`config.mk`:
```
export PLATFORM = sky130hd
export DESIGN_NAME = mem_bank_arbiter
export DESIGN_NICKNAME = d
export VERILOG_FILES = /design/src/rtl/mem_bank_arbiter.sv
export SDC_FILE = /design/constraint.sdc
export NUM_CORES = 1
export LEC_CHECK = 0
export CORE_MARGIN = 2
export CORE_UTILIZATION = 39
export DETAILED_ROUTE_END_ITERATION = 8
export PLACE_DENSITY = 0.81
export SLEW_MARGIN = 20
export SYNTH_ARGS = -nofsm -noshare
export SYNTH_HDL_FRONTEND = slang
export SYNTH_SLANG_ARGS = --single-unit
export TNS_END_PERCENT = 20
```
`constraint.sdc`:
```
create_clock -name clk -period 1.94 [get_ports clk]
set_input_delay 0.194 -clock clk [delete_from_list [all_inputs] [get_ports clk]]
set_output_delay 0.194 -clock clk [all_outputs]
set_load 0.02 [all_outputs]
```
`src/rtl/mem_bank_arbiter.sv`:
```
// Round-robin arbiter sharing four SRAM banks between the CPU and the Wishbone host.
// Each access is a fixed IDLE(grant) -> ISSUE -> CAPTURE sequence with a one-cycle ack.
module mem_bank_arbiter #(
    parameter int AW         = 9,
    parameter int DW         = 16,
    parameter bit LAST_RESET = 1'b1
) (
    input  logic            clk,
    input  logic            rst,
    input  logic            cpu_req,
    input  logic            cpu_we,
    input  logic [AW+2:0]   cpu_addr,
    input  logic [DW-1:0]   cpu_wdata,
    output logic [DW-1:0]   cpu_rdata,
    output logic            cpu_ack,
    output logic            cpu_wait,
    input  logic            host_req,
    input  logic            host_we,
    input  logic [AW+1:0]   host_addr,
    input  logic [DW-1:0]   host_wdata,
    output logic [DW-1:0]   host_rdata,
    output logic            host_ack,
    output logic [3:0]      mem_enb,
    output logic [AW-1:0]   mem_addr,
    output logic [DW-1:0]   mem_wdata,
    output logic            mem_rwb,
    input  logic [DW-1:0]   mem_rdata0,
    input  logic [DW-1:0]   mem_rdata1,
    input  logic [DW-1:0]   mem_rdata2,
    input  logic [DW-1:0]   mem_rdata3,
    output logic            busy,
    output logic            grant_host
);

    typedef enum logic [1:0] {
        S_IDLE    = 2'd0,
        S_ISSUE   = 2'd1,
        S_CAPTURE = 2'd2
    } state_t;

    state_t         r_state;
    state_t         w_next;

    logic           r_last;
    logic           r_owner;
    logic           r_we;
    logic [1:0]     r_bank;
    logic           r_oor;

    logic           w_cpu_elig;
    logic           w_host_elig;
    logic           w_grant;
    logic           w_pick_host;
    logic           w_sel_we;
    logic [1:0]     w_sel_bank;
    logic [AW-1:0]  w_sel_word;
    logic [DW-1:0]  w_sel_wdata;
    logic           w_sel_oor;
    logic [3:0]     w_sel_enb;
    logic [DW-1:0]  w_bank_rdata;

    // A requester whose ack is high is still dropping req and must not be re-granted.
    assign w_cpu_elig  = cpu_req & ~cpu_ack;
    assign w_host_elig = host_req & ~host_ack;
    assign cpu_wait    = cpu_req & ~cpu_ack;

    always_ff @(posedge clk or negedge rst) begin
        if (!rst) begin
            r_state <= S_IDLE;
        end else begin
            r_state <= w_next;
        end
    end

    always_comb begin
        w_next      = r_state;
        w_grant     = 1'b0;
        w_pick_host = 1'b0;
        case (r_state)
            S_IDLE: begin
                if (w_cpu_elig && w_host_elig) begin
                    w_pick_host = ~r_last;
                end else begin
                    w_pick_host = w_host_elig;
                end
                w_grant = w_cpu_elig | w_host_elig;
                if (w_grant) begin
                    w_next = S_ISSUE;
                end
            end
            S_ISSUE:   w_next = S_CAPTURE;
            S_CAPTURE: w_next = S_IDLE;
            default:   w_next = S_IDLE;
        endcase
    end

    always_comb begin
        w_sel_we    = w_pick_host ? host_we            : cpu_we;
        w_sel_bank  = w_pick_host ? host_addr[AW+1:AW] : cpu_addr[AW+1:AW];
        w_sel_word  = w_pick_host ? host_addr[AW-1:0]  : cpu_addr[AW-1:0];
        w_sel_wdata = w_pick_host ? host_wdata         : cpu_wdata;
        w_sel_oor   = ~w_pick_host & cpu_addr[AW+2];
        w_sel_enb   = w_sel_oor ? 4'hF : ~(4'b0001 << w_sel_bank);
    end

    always_comb begin
        w_bank_rdata = '0;
        if (!r_oor) begin
            case (r_bank)
                2'd0:    w_bank_rdata = mem_rdata0;
                2'd1:    w_bank_rdata = mem_rdata1;
                2'd2:    w_bank_rdata = mem_rdata2;
                default: w_bank_rdata = mem_rdata3;
            endcase
        end
    end

    // Memory-side outputs are launched from the grant cycle so they are registered in ISSUE.
    always_ff @(posedge clk or negedge rst) begin
        if (!rst) begin
            r_last     <= LAST_RESET;
            r_owner    <= 1'b0;
            r_we       <= 1'b0;
            r_bank     <= 2'd0;
            r_oor      <= 1'b0;
            mem_enb    <= 4'hF;
            mem_addr   <= '0;
            mem_wdata  <= '0;
            mem_rwb    <= 1'b1;
            cpu_rdata  <= '0;
            host_rdata <= '0;
            cpu_ack    <= 1'b0;
            host_ack   <= 1'b0;
            busy       <= 1'b0;
            grant_host <= 1'b0;
        end else begin
            cpu_ack  <= 1'b0;
            host_ack <= 1'b0;
            busy     <= (w_next != S_IDLE);
            case (r_state)
                S_IDLE: begin
                    if (w_grant) begin
                        r_owner    <= w_pick_host;
                        r_we       <= w_sel_we;
                        r_bank     <= w_sel_bank;
                        r_oor      <= w_sel_oor;
                        mem_enb    <= w_sel_enb;
                        mem_addr   <= w_sel_word;
                        mem_wdata  <= w_sel_wdata;
                        mem_rwb    <= ~w_sel_we;
                        grant_host <= w_pick_host;
                    end
                end
                S_ISSUE: begin
                    mem_enb <= 4'hF;
                    mem_rwb <= 1'b1;
                end
                S_CAPTURE: begin
                    if (!r_we) begin
                        if (r_owner) begin
                            host_rdata <= w_bank_rdata;
                        end else begin
                            cpu_rdata <= w_bank_rdata;
                        end
                    end
                    if (r_owner) begin
                        host_ack <= 1'b1;
                    end else begin
                        cpu_ack <= 1'b1;
                    end
                    r_last <= r_owner;
                end
                default: begin
                    mem_enb <= 4'hF;
                    mem_rwb <= 1'b1;
                end
            endcase
        end
    end

endmodule

```
==> metrics.md, run 1 <==
| Metric | Value |
|---|---|
| Top Ports | `192` |
| Synth unique cells | `27` |
| Clock Tree Root | `clkbuf_8` |
| Endpoints failing setup | `0` |
| Worst-Skew Late Latency | `340 ps` |
| Area grow syn2layout | `66.9%` |
| FF+latch area | `1830 um^2` |
| Largest net degree at the start of global routing | `between 40 and 50` |
| Post-Route WL | `roughly 9 mm` |
| RSZ-0062 raised after global routing | `false` |
| Synth Instances | `around 310` |
| VDD IR max | `0.696 mV` |
| Crit-path max FO | `3` |
| Vias per cell | `4.82` |
| Max Fclk | `between 0.5 and 0.6 GHz` |
| Synthesized area per cell | `between 10 and 15 um^2` |
| Clock transition at path regs | `~70 ps` |
| CTS H-tree lvls | `3` |
| Antenna Violating Nets Remaining | `0` |
| Area of the multi-input gates | `around 1500 um^2` |
| Ys async rst share | `100%` |
| PwrDens | `approximately 1500 nW/um^2` |
| Top cell type's share of synthesized area | `roughly half` |
| TritonRoute pass-1 iters | `4` |
| Die width | `between 90 and 100 um` |
| Nets@finish | `627` |
| Core Region | `roughly 8600 um^2` |
| Row cnt | `34` |
| GRT Overall Usage | `19.9%` |
| Pre-CTS setup slack | `between 50 and 60 ps` |
| WP data arrival | `around 1600 ps` |
| Fillers | `690` |
| P_leak | `2.53 nW` |
| First-pass GRT wire length | `about 15 mm` |
| Final min period | `around 1800 ps` |
| Simple-gate portion of the synthesized area | `between 10 and 15%` |
| DRC | `0` |
| GRT overflow | `0` |
| CP required | `about 1800 ps` |
| Yosys top cell by area | `dfrtp_1` |
| Non-Filler Instances | `around 600` |
| Synth cell count leaders | `dfrtp_1, nand2_1, o21ai_1, mux2i_1, nand2b_1` |
| Final period util | `approximately nine tenths` |
| Seq/Total Area, Yosys | `a little over half` |
| Synth Register Bits | `73` |
| Die area | `~9600 um^2` |
| Mux contribution to synthesized area | `between 10% and 20%` |
| CTS sink cnt | `73` |
| Crit path launch type | `flop` |
| Iter 0 DRT Violations | `36` |
| Ys Warns | `0` |
| Number of max-cap violations | `0` |
| Vias in the first global route | `between 3,000 and 4,000` |
| Diode count | `0` |
| Fin worst setup slack | `around 170 ps` |
| Min-Delay Path Class | `primary input to asynchronous set/reset pin` |
| Synth Area in Compound Gates | `around 11%` |
| Status | `completed` |
| PortBufs | `roughly 190` |
| Layout cells sized above 1 | `10.7%` |
| Worst slew pin tran | `approximately 500 ps` |
| Inst Count DP | `598` |
| Gpl congestion | `between 0.8 and 0.9` |
| Antenna violations before repair | `0` |
| Vias | `2,965` |
| Worst Skew | `between 9 and 10 ps` |
| Fin Setup TNS | `0 ps` |
| XOR/XNOR Fraction of Synth Area | `0%` |
| Slew Limit Fails | `0` |
| Post-synth EDFFs | `0` |
| Most frequent cell after synthesis | `dfrtp_1` |
| Final Hold Viols | `0` |
| Post-synthesis adder-cell area fraction | `0%` |
| Commonest register cell after synthesis | `dfrtp_1` |
| Main combinational cell family by area after synthesis | `multiplexers` |
| Hpwl dp | `approximately 7.1 mm` |
| Critical setup path kind | `flop to output port` |
| Dominant cells by area after synthesis | `dfrtp_1, mux4_2, mux2i_1` |
| Syn_nets | `approximately 440` |
| CTS tree | `yes` |
| Starting Density | `39.9%` |
| Max Root-Sink Buffers | `2` |
| Crit path capture type | `output port` |
| Max-Slew Margin vs Limit | `between 60% and 70%` |
| DR WL/cell | `approximately 15 um` |
| Cell Area, Synth | `3440 um^2` |
| Total CTS buffers | `9` |
| Die Y | `a little under 100 um` |
==> kinds of logic (layout without fill, tap and decap cells) <==
kind of cell           Yosys count  after routing
AO/OA/AOI/OAI                   69             69
multiplexers                    47             47
AND/OR/NAND/NOR                 96             96
buffers and inverters           27            222
flip-flops                      73             73
==> sequential cells by signal, summed over array words and instances, names as in the netlist <==
name and flops:
r_owner 1, host_ack 1, r_bank 2, r_last 1
mem_addr 9, mem_wdata 16, cpu_rdata 16, busy 1
cpu_ack 1, r_state 2, r_oor 1, host_rdata 16
mem_rwb 1, r_we 1, mem_enb 4
==> critical path: stages (launching register included) <==
cell and delay, ps:
dfrtp_1 400, nor2b_2 210, clkdlybuf4s50_1 630
==> per-stage QoR <==
step / area, um^2 / hold slack, ps / utilization, % / total power (W)
2_1_floorplan: 3440 / -102 / - / 0.00539
3_3_place_gp: 5510 / 190 / 63.8 / 0.00736
3_5_place_dp: 5510 / 201 / 63.8 / 0.00749
4_1_cts: 5750 / 367 / 66.6 / 0.00886
5_1_grt: 5750 / 391 / 66.6 / 0.00937
6_report: 5750 / 353 / 66.6 / 0.00873
==> final cells by class <==
cell class              instances  area share (%)
repair buffers                202            35.6
flip-flops and latches         73            31.9
multi-input cells             212            25.9
clock buffers                  12            2.70
well taps                     108            2.35
clock inverters                 4            1.31
inverters                       4           0.261
==> layout by cell type, fill, tap and decap left out, drive strengths merged, types with 2 or more instances in the layout <==
cell           count
clkbuf            12
inv                4
mux2i             30
bufinv             2
nor2               5
nor2b              2
buf               11
o21ai             63
nand2b            17
clkinvlp           2
nand2             66
dfstp              6
o32a               4
clkdlybuf4s50    190
nand3b             2
dfrtp             67
mux4              16
==> timing repair <==
item / CTS / global route
buffers inserted: 0 / 0
gates resized for setup: 0 / 1
hold buffers: 1 / 0
setup endpoints to repair: 0 / 1
hold endpoints to repair: 36 / 0
==> power by group <==
group	switching (W)	internal, W
clock	0.000540	0.000795
sequential	0.000417	0.00225
combinational	0.00237	0.00236
==> final timing paths <==
kind,to,slack (ps),from,depth (start not counted)
max,cpu_wait,170,cpu_ack,2
min,cpu_rdata[3],350,rst,2
max reg2reg,mem_enb[1],250,host_ack,5
min reg2reg,r_last,470,r_last,2
max in group asynchronous,mem_enb[1],950,rst,3
min in group clk,r_last,470,r_last,2
==> routing by layer <==
| layer | vias up | wire [um] | track usage (%) |
|---|---|---|---|
| li1 | 1468 | - | - |
| met4 | 0 | 95 | 4.91 |
| met1 | 1382 | 3610 | 23.5 |
| met5 | - | 0 | 0 |
| met2 | 107 | 4560 | 34.6 |
| met3 | 8 | 732 | 7.09 |
Note: power is estimated with default switching activity, not from simulation.
==> run 2: changes to the inputs <==
- CORE_MARGIN: 2 -> default
- CTS_CLUSTER_DIAMETER: default -> 40
==> metrics.md, run 2 (synthesis gave the netlist of run 1 again) <==
| Metric | Value |
|---|---|
| Status | `completed (unchanged)` |
| Final Hold Viols | `0 (unchanged)` |
| Max Root-Sink Buffers | `2 (unchanged)` |
| Top Ports | `192 (unchanged)` |
| GRT overflow | `0 (unchanged)` |
| Largest net degree at the start of global routing | `43 (was 45)` |
| CTS H-tree lvls | `3 (unchanged)` |
| Most common cell after layout, fill and taps aside | `clkdlybuf4s50_1 (unchanged)` |
| Total CTS buffers | `9 (unchanged)` |
| Crit-path max FO | `3 (unchanged)` |
| Area grow syn2layout | `66.4% (was 66.9%)` |
| PwrDens | `1530 nW/um^2 (was 1520 nW/um^2)` |
| PortBufs | `191 (unchanged)` |
| Final period util | `89.8% (was 91.4%)` |
| Antenna Violating Nets Remaining | `0 (unchanged)` |
| Switch Pwr | `0.00343 W (was 0.00332 W)` |
| Max Fclk | `0.574 GHz (was 0.564 GHz)` |
| Post-DP Area | `5500 um^2 (was 5510 um^2)` |
| Min-Delay Path Class | `primary input to asynchronous set/reset pin (unchanged)` |
| CP required | `1750 ps (about the same)` |
| CTS sink cnt | `73 (unchanged)` |
| Clock transition at path regs | `80 ps (was 70 ps)` |
| Post-route cell area | `5730 um^2 (was 5750 um^2)` |
| First-pass GRT wire length | `14.9 mm (was 15.4 mm)` |
| Vias per cell | `4.97 (was 4.82)` |
| Die Y | `96.0 um (was 98.0 um)` |
| Worst-Skew Late Latency | `350 ps (was 340 ps)` |
| Clock Tree Root | `clkbuf_8 (unchanged)` |
| CP peak stage delay | `640 ps (was 630 ps)` |
| Layout cells sized above 1 | `10.6% (was 10.7%)` |
| CP max stage cell | `clkdlybuf4s50_1 (unchanged)` |
| Sw Share | `39.1% (was 38.1%)` |
| Comb power frac | `54.6% (was 54.1%)` |
| Starting Density | `41.1% (was 39.9%)` |
| Delay-heaviest family, CP | `buffers and inverters (unchanged)` |
| Number of max-cap violations | `0 (unchanged)` |
| Critical setup path kind | `flop to output port (unchanged)` |
| Gpl congestion | `0.795 (was 0.810)` |
| Vias | `3,048 (was 2,965)` |
| Nets@finish | `628 (was 627)` |
| Crit-path cells | `nor2b_1 > clkdlybuf4s50_1 (was nor2b_2 > clkdlybuf4s50_1)` |
| Post-Route WL | `9.75 mm (was 9.00 mm)` |
| Fillers | `639 (was 690)` |
| Non-Filler Instances | `613 (was 615)` |
| Fin Setup TNS | `0 ps (unchanged)` |
| Antenna violations before repair | `0 (unchanged)` |
| VDD IR max | `0.666 mV (was 0.696 mV)` |
| GRT Overall Usage | `21.9% (was 19.9%)` |
| RSZ-0062 raised after global routing | `false (unchanged)` |
| Max-Slew Margin vs Limit | `65.4% (was 66.3%)` |
| WP data arrival | `1550 ps (was 1580 ps)` |
| Endpoints failing setup | `0 (unchanged)` |
| Inst Count DP | `596 (was 598)` |
| Power Internal | `0.00534 W (was 0.00541 W)` |
| Final min period | `1740 ps (was 1770 ps)` |
| P_leak | `2.53 nW (about the same)` |
| Hpwl dp | `7.69 mm (was 7.12 mm)` |
| Die width | `96.0 um (was 98.0 um)` |
| DRC | `0 (unchanged)` |
| Vias in the first global route | `3,126 (was 3,168)` |
| Crit path launch type | `flop (unchanged)` |
| Diode count | `0 (unchanged)` |
| Iter 0 DRT Violations | `86 (was 36)` |
| Top flop regs | `cpu_rdata: 16 flops, host_rdata: 16 flops, mem_wdata: 16 flops (unchanged)` |
| Worst path buffer plus inverter count | `1 (unchanged)` |
| Core Region | `8380 um^2 (was 8640 um^2)` |
| Crit path capture type | `output port (unchanged)` |
| DR WL/cell | `15.9 um (was 14.6 um)` |
| CTS tree | `yes (unchanged)` |
| Worst Skew | `8.66 ps (was 9.19 ps)` |
| Clock group share of total power | `15.0% (was 15.3%)` |
| Worst slew pin tran | `519 ps (was 504 ps)` |
| Row cnt | `33 (was 34)` |
| Slew Limit Fails | `0 (unchanged)` |
| Die area | `9210 um^2 (was 9600 um^2)` |
| TritonRoute pass-1 iters | `6 (was 4)` |
| Flop pwr share | `30.5% (was 30.6%)` |
| Commonest cells after routing, fill and taps aside | `clkdlybuf4s50_1, dfrtp_1, nand2_1 (unchanged)` |
[run 2: worst reg2reg max path, stage by stage, from the launching register on]
cell and delay [ps]:
dfrtp_1 440, nor2_2 210, nand3_2 210, mux2_4 360, o32a_1 340
[run 2: metrics by stage]
stage	hold WS [ps]	total power, W	worst slack, ps	utilization (%)
final	381	0.00877	197	68.4
after global routing	417	0.00937	131	68.4
after CTS	363	0.00888	168	68.4
after detailed placement	208	0.00754	109	65.6
after global placement	200	0.00739	141	65.6
after floorplan	-102	0.00539	348	-
[run 2: timing repair]
action,CTS,global route
gates resized for setup,0,0
setup buffers,0,0
endpoints found under the hold margin,34,0
hold buffers,1,0
[run 2: layer usage]
metal,share of wire [%],GRT usage (%),vias to the layer above
li1,-,-,1466
met1,36,22.7,1435
met2,52,39.8,126
met3,9.2,5.85,21
met4,3.2,11.9,0
met5,0,0,-
[run 2: final cells by class]
type / instances / area, um^2 / area share, %
Tap cell: 105 / 131 / 2.29
Clock inverter: 6 / 93.8 / 1.64
Sequential cell: 73 / 1830 / 32.0
Inverter: 4 / 15.0 / 0.262
Clock buffer: 10 / 128 / 2.23
Timing Repair Buffer: 203 / 2040 / 35.6
Multi-Input combinational cell: 212 / 1490 / 26.0
[run 2: worst paths after layout]
path                              startpoint  slack, ps       endpoint  cells past startpoint
worst max-delay path                 cpu_ack        200       cpu_wait                      2
worst min-delay path                     rst        380  mem_wdata[10]                      2
worst max register to register    r_state[1]        320     mem_enb[2]                      4
worst min register to register   mem_addr[0]        480    mem_addr[0]                      2
max in group asynchronous                rst        920  cpu_rdata[11]                      3
min in group clk                cpu_addr[11]        460          r_oor                      3
[run 2: power by group through the flow]
stage	clock network, W	logic, W	registers (W)
2_1_floorplan	0	0.00199	0.00340
3_3_place_gp	0	0.00472	0.00268
3_5_place_dp	0	0.00484	0.00271
4_1_cts	0.00135	0.00486	0.00268
5_1_grt	0.00141	0.00519	0.00277
6_report	0.00131	0.00479	0.00267
